--- src/rtl/bcd_hour_cnt.sv ---
// BCD hour counter: 24-hour internal state with up/down counting, load, and 12/24-hour display.
// Optional hour alarm (al_ld/al_h/al_hit) is built when HOUR_ALARM_EN is defined.
module bcd_hour_cnt #(
    parameter logic [7:0] INIT_H = 8'h00
) (
    input  logic       clk,
    input  logic       rst,
    input  logic       en,
    input  logic       up,
    input  logic       mode12,
    input  logic       ld,
    input  logic [7:0] ld_h,
    output logic [3:0] qh,
    output logic [3:0] ql,
    output logic       pm,
    output logic       carry,
    output logic       err
`ifdef HOUR_ALARM_EN
    ,
    input  logic       al_ld,
    input  logic [7:0] al_h,
    output logic       al_hit
`endif
);

    logic [7:0] r_h24;
    logic       r_err;
    logic [7:0] w_inc;
    logic [7:0] w_dec;
    logic [7:0] w_count;
    logic       w_ld_legal;
    logic [4:0] w_bin;
    logic [4:0] w_d12;
    logic [7:0] w_disp;

    function automatic logic is_legal(input logic [7:0] v);
        return (v[7:4] <= 4'd2) && (v[3:0] <= 4'd9) && (v <= 8'h23);
    endfunction

    assign w_ld_legal = is_legal(ld_h);

    always_comb begin
        w_inc = r_h24;
        if (r_h24 == 8'h23)
            w_inc = 8'h00;
        else if (r_h24[3:0] == 4'd9)
            w_inc = {r_h24[7:4] + 4'd1, 4'd0};
        else
            w_inc = {r_h24[7:4], r_h24[3:0] + 4'd1};
    end

    always_comb begin
        w_dec = r_h24;
        if (r_h24 == 8'h00)
            w_dec = 8'h23;
        else if (r_h24[3:0] == 4'd0)
            w_dec = {r_h24[7:4] - 4'd1, 4'd9};
        else
            w_dec = {r_h24[7:4], r_h24[3:0] - 4'd1};
    end

    assign w_count = up ? w_inc : w_dec;

    // A rejected load leaves the hour untouched; load always beats count.
    always_ff @(posedge clk or posedge rst) begin
        if (rst) begin
            r_h24 <= INIT_H;
            r_err <= 1'b0;
        end else begin
            r_err <= ld & ~w_ld_legal;
            if (ld) begin
                if (w_ld_legal)
                    r_h24 <= ld_h;
            end else if (en) begin
                r_h24 <= w_count;
            end
        end
    end

    // Binary view of the hour makes the 12-hour remap a plain subtraction.
    assign w_bin = 5'(r_h24[7:4]) * 5'd10 + 5'(r_h24[3:0]);
    assign w_d12 = w_bin - 5'd12;

    always_comb begin
        w_disp = r_h24;
        if (mode12) begin
            if (w_bin == 5'd0)
                w_disp = 8'h12;
            else if (w_bin <= 5'd12)
                w_disp = r_h24;
            else if (w_d12 >= 5'd10)
                w_disp = {4'd1, 4'(w_d12 - 5'd10)};
            else
                w_disp = {4'd0, w_d12[3:0]};
        end
    end

    assign qh    = w_disp[7:4];
    assign ql    = w_disp[3:0];
    assign pm    = (w_bin >= 5'd12);
    assign carry = en & ~ld & ((up & (r_h24 == 8'h23)) | (~up & (r_h24 == 8'h00)));
    assign err   = r_err;

`ifdef HOUR_ALARM_EN
    logic [7:0] r_al_h;
    logic       r_al_hit;

    // Only a counting step onto the alarm hour fires; a load never does.
    always_ff @(posedge clk or posedge rst) begin
        if (rst) begin
            r_al_h   <= 8'h00;
            r_al_hit <= 1'b0;
        end else begin
            if (al_ld && is_legal(al_h))
                r_al_h <= al_h;
            r_al_hit <= en & ~ld & (w_count == r_al_h);
        end
    end

    assign al_hit = r_al_hit;
`endif

endmodule

--- config.mk ---
export PLATFORM = sky130hd
export DESIGN_NAME = bcd_hour_cnt
export DESIGN_NICKNAME = d
export VERILOG_FILES = /design/src/rtl/bcd_hour_cnt.sv
export SDC_FILE = /design/constraint.sdc
export NUM_CORES = 1
export LEC_CHECK = 0
export BUFFER_PORTS_ARGS = -buffer_cell sky130_fd_sc_hd__buf_4
export CORE_AREA = 5 5 69 71
export DETAILED_ROUTE_END_ITERATION = 12
export DIE_AREA = 0 0 74 76
export HOLD_SLACK_MARGIN = 0.15
export SYNTH_ARGS = -nofsm -noshare
export SYNTH_HDL_FRONTEND = slang
export SYNTH_SLANG_ARGS = --single-unit
--- constraint.sdc ---
create_clock -name clk -period 4.01 [get_ports clk]
set_input_delay 0.401 -clock clk [delete_from_list [all_inputs] [get_ports clk]]
set_output_delay 0.401 -clock clk [all_outputs]
set_load 0.03 [all_outputs]
== Yosys cells after proc, flatten, opt, wreduce, memory -nomap -nowiden ==
Index checks and enable logic that the tools add are counted.

* Register bits after elaboration: 9
* Bits of input ports: 14
* Output and inout port bits: 11
* Word-level logic and storage cells: 51

* Add/subtract/negate cells: 7
* Multiply operators: 1
* Magnitude comparators: 6
* Equal/unequal tests: 4
* Mux-type cells: 12
* Bitwise gates (word level): 9
* Reductions and logical operators: 9

{| class="wikitable"
|+ Operators with widths
! operator !! count
|-
| $mux 8 || 11
|-
| $ge 5x4->1 const B || 2
|-
| $add 4x1->4 const B || 2
|-
| $eq 8x6->1 const B || 1
|-
| $le 8x6->1 const B || 1
|-
| $logic_not 8->1 || 1
|-
| $sub 4x1->4 const B || 2
|-
| $add 5x4->5 || 1
|-
| $and 1x1->1 || 5
|-
| $le 5x4->1 const B || 1
|-
| $logic_not 5->1 || 1
|-
| $mux 5 || 1
|-
| $sub 5x4->5 const B || 1
|-
| $eq 4x4->1 const B || 1
|-
| $le 4x2->1 const B || 1
|-
| $le 4x4->1 const B || 1
|-
| $logic_not 4->1 || 1
|-
| $mul 4x3->4 const B || 1
|-
| $ne 4x1->1 const B || 1
|-
| $reduce_and 4->1 || 1
|-
| $reduce_bool 4->1 || 1
|-
| $sub 4x4->4 const B || 1
|-
| $not 1->1 || 3
|-
| $logic_and 1x1->1 || 2
|-
| 4 further kinds || 4
|}

== Logic depth before layout (Yosys ltp) ==
* Depth in word-level cells: 8
* Depth in mapped cells: 11
* Mapped depth without buffers: 11

== Worst setup path before layout ==
No wires, ideal clock.

* Path kind: reg2out
* Start: reg r_h24[2]
* End: out ql[3]
* Data arrival time: 3.383 ns
* Slack: 0.226 ns
* Stages on the path, launching flop included: 11
* Path buffers: 1
* Cells stage by stage: dfrtp_1 clkbuf_1 inv_1 fa_1 inv_1 ha_1 nor2b_1 nor3_1 nor2b_1 o21ai_0 o41ai_1

* Word-level cells in the longest chain between the ends: 7
* Elaborated cells between the ends (all ways): 10
* Those cells by class: 3 x add/sub; 2 x order compare; 4 x mux; 1 x reduce/logical

{| class="wikitable"
|+ RTL lines
! item !! RTL line !! source
|-
| start: declaration || 26 || <nowiki>logic [7:0] r_h24;</nowiki>
|-
| start signal: assignment || 73 || <nowiki>r_h24 <= ld_h;</nowiki>
|-
| start signal: assignment || 75 || <nowiki>r_h24 <= w_count;</nowiki>
|-
| $add 5x4->5 * || 81 || <nowiki>assign w_bin = 5'(r_h24[7:4]) * 5'd10 + 5'(r_h24[3:0]);</nowiki>
|-
| $sub 5x4->5 || 82 || <nowiki>assign w_d12 = w_bin - 5'd12;</nowiki>
|-
| $sub 4x4->4 or $ge 5x4->1 (tied branches) || 92, 91 ||
|-
| $mux 5 || 91 || <nowiki>else if (w_d12 >= 5'd10)</nowiki>
|-
| $mux 8 || 89 || <nowiki>else if (w_bin <= 5'd12)</nowiki>
|-
| $mux 8 * || 87 || <nowiki>if (w_bin == 5'd0)</nowiki>
|-
| $mux 8 * || 86 || <nowiki>if (mode12) begin</nowiki>
|-
| end: declaration || 14 || <nowiki>output logic [3:0] ql,</nowiki>
|}

Every way passes the cells marked *; elsewhere a longest branch is shown, timed or not.

== Final worst setup path ==
Ends and elaborated chain as after synthesis.

==> flow_summary_export.csv <==
group,metric,value,unit
final_layout,antenna_cells,0,
final_layout,drive_gt1_share,22.0,%
worst_setup_path,cp.arrival,3.23,ns
global_route,grt_max_degree,22,
pwr,peakVddDrop,0.238,mV
global_route,grt_antenna_before_repair,0,
pwr,pwr-share-seq,12.9,%
placed_design,dpl-instance-area,1490,µm²
routing,drc_errors,0,
timing,max_freq,275,MHz
pwr,power_density,819,nW/µm²
global_route,grt_util_all_layers,11.7,%
global_route,grt_pass1_wl,5410,µm
routing,ant_nets,0,
logic_synthesis,netlist_instances,152,
clock_network,cts_resized,0,
die,fp.dieW,74,µm
logic_synthesis,synth.distinct_cells,46,
worst_setup_path,start_kind,"register",
placed_design,placed_cells,221,
worst_setup_path,cp-end-kind,"primary output",
clock_network,cts_tree,"built",
timing,slew_violations,0,
job,maxCapViolCount,0,
placed_design,port_buffers,24,
global_route,grt_overflow,0,
pwr,pwr-share-comb,78.7,%
hold_path,hold_path_class,"input port to asynchronous set/reset pin",
logic_synthesis,synth_area,1270,µm²
pwr,internal_power,0.598,mW
logic_synthesis,synth_commonest_cells,"ha_1 (15), inv_1 (15), nand2_1 (11), nor2_1 (11), dfrtp_1 (9)",
timing,worstMarginPinSlew,0.709,ns
clock_network,postCtsSetupRepairBufs,0,
die,start_util,30.4,%
routing,num_vias,1148,
placed_design,post-dp-hpwl,2520,µm
timing,min_period,3.63,ns
worst_setup_path,slowest_delay,0.60,ns
final_layout,final_core_util,36.7,%
worst_setup_path,path_delay_family,"adder cells",
placed_design,gp_congestion,0.857,
final_layout,final_area,1530,µm²
timing,slew_headroom,52.6,%
routing,drt_pre_antenna_iters,4,
final_layout,nNetsFinal,204,
timing,grt_setup_unrepaired,"no",
logic_synthesis,synth.net_count,182,
die,rows,24,
routing,drt_iter0_markers,42,
worst_setup_path,critical_path_class,"register to primary output",
routing,vias_per_cell,5.10,
logic_synthesis,synthArstFlopShare,100,%
logic_synthesis,synth_area_leader_cell,"dfrtp_1",
timing,setup_viol,0,
clock_network,htreeDepth,1,
logic_synthesis,ys.flop_type,"dfrtp_1",
global_route,grt_pass1_vias,1197,
outcome,status,"finished clean",
pwr,power_leakage,0.695,nW
clock_network,cts-root-buf,"clkbuf_8",
timing,fin_crit_sh,90.6,%
pwr,p_clk_share,8.3,%
worst_setup_path,cp_max_fo,12,
worst_setup_path,worstPathCellList,"inv_1 > fa_1 > inv_1 > ha_1 > nor2b_1 > nor3_1 > nor2b_1 > o21ai_0 > o41ai_1 > buf_4",
routing,routed_wl,3070,µm
die,die_h,76,µm
clock_network,cts_inserted_buffers,3,
timing,finClkSkew,0.00136,ns
logic_synthesis,synth_edf_count,0,
pwr,total_power,1.25,mW
clock_network,clock_path_buffers,2,
routing,routedWlPerCell,13.6,µm
logic_synthesis,ys_seq_elements,9,
logic_synthesis,seq_area_frac_synth,17.8,%
logic_synthesis,yosys_warnings,0,
clock_network,path_clk_slew,0.05,ns
clock_network,clock_sinks,9,
die,io_pins,25,
clock_network,clock_insertion_delay_worst_skew,0.23,ns
timing,fin_tns_setup,0,ns
logic_synthesis,synth.top_cell.area_share,17.8,%
die,die_area,5620,µm²
pwr,switchingPower,0.655,mW
timing,hold_viol,0,
worst_setup_path,critPathSlowestCell,"fa_1",
clock_network,hold_buffers,0,
worst_setup_path,critPathBufInv,3,
final_layout,syn_to_final_growth,20.7,%
die,coreArea,4170,µm²
pwr,swShare,52.3,%
logic_synthesis,synthTopCellsByArea,"dfrtp_1 (18%), ha_1 (15%), inv_1 (4.4%), nand2_1 (3.3%), nor2_1 (3.3%)",
logic_synthesis,avgSynthCellArea,8.34,µm²
worst_setup_path,cp_data_required_time,3.61,ns
final_layout,instances_no_fill,225,
## cell type report
| type | count | area [µm²] |
|---|---|---|
| Multi-Input combinational cell | 121 | 958 |
| Clock buffer | 4 | 45.0 |
| Sequential cell | 9 | 225 |
| Fill cell | 438 | 2640 |
| Timing Repair Buffer | 24 | 180 |
| Tap cell | 52 | 65.1 |
| Inverter | 15 | 56.3 |
## per-layer routing
metal | track usage [%] | part of all wire [%] | wire length (µm) | vias to the layer above
met4 | 4.53 | 0.88 | 27 | 0
li1 | - | - | - | 593
met2 | 17.6 | 45 | 1370 | 35
met5 | 0 | 0 | 0 | -
met1 | 16.3 | 48 | 1460 | 516
met3 | 1.98 | 6.7 | 207 | 4
## registers in the layout (all words and copies together), names as in the netlist
name	flops
r_h24	8
err	1
## cells by family (layout without fill, tap and decap cells)
group	after synthesis	in the layout	synth area share, %
compound gates	39	39	23.5
flops	9	9	17.8
fa+ha+maj	16	16	16.4
buf+inv	22	43	6.61
xor+xnor	8	8	7.90
simple gates	51	51	22.0
mux	7	7	5.82
## power by group through the flow
stage          Sequential (mW)  Combinational (mW)  Clock, mW
2_1_floorplan            0.138               0.779          0
3_3_place_gp             0.165               0.985          0
3_5_place_dp             0.164               0.994          0
4_1_cts                  0.163               0.997      0.106
5_1_grt                  0.170                1.09      0.113
6_report                 0.162               0.986      0.104
## final timing paths
kind	startpoint	end	slack (ns)	depth (start not counted)
hold reg to reg	r_h24[0]	r_h24[0]	0.69	2
setup reg to reg	r_h24[0]	r_h24[6]	1.57	6
hold / removal	rst	r_h24[2]	0.14	2
max in group asynchronous	rst	r_h24[4]	3.61	2
setup / recovery	r_h24[2]	ql[3]	0.38	10
min in group clk	ld_h[7]	err	0.46	3
## per-stage QoR
stage / setup WS (ns) / hold slack [ns]
after detailed placement: 0.598 / 0.401
after floorplan: 0.226 / 0.229
final: 0.377 / 0.142
after global placement: 0.629 / 0.399
after global routing: 0.0689 / 0.164
after CTS: 0.355 / 0.157
## layout by cell type, fill, tap and decap left out, types with 4 or more instances in the layout
cell,n
a21oi_1,8
dfrtp_1,9
nor3_1,6
inv_1,15
mux2i_1,4
nor2b_1,6
nand2_1,11
buf_4,24
nor2_1,11
ha_1,15
o21ai_0,7
a2111oi_0,4
Note: power is estimated with default switching activity, not from simulation.
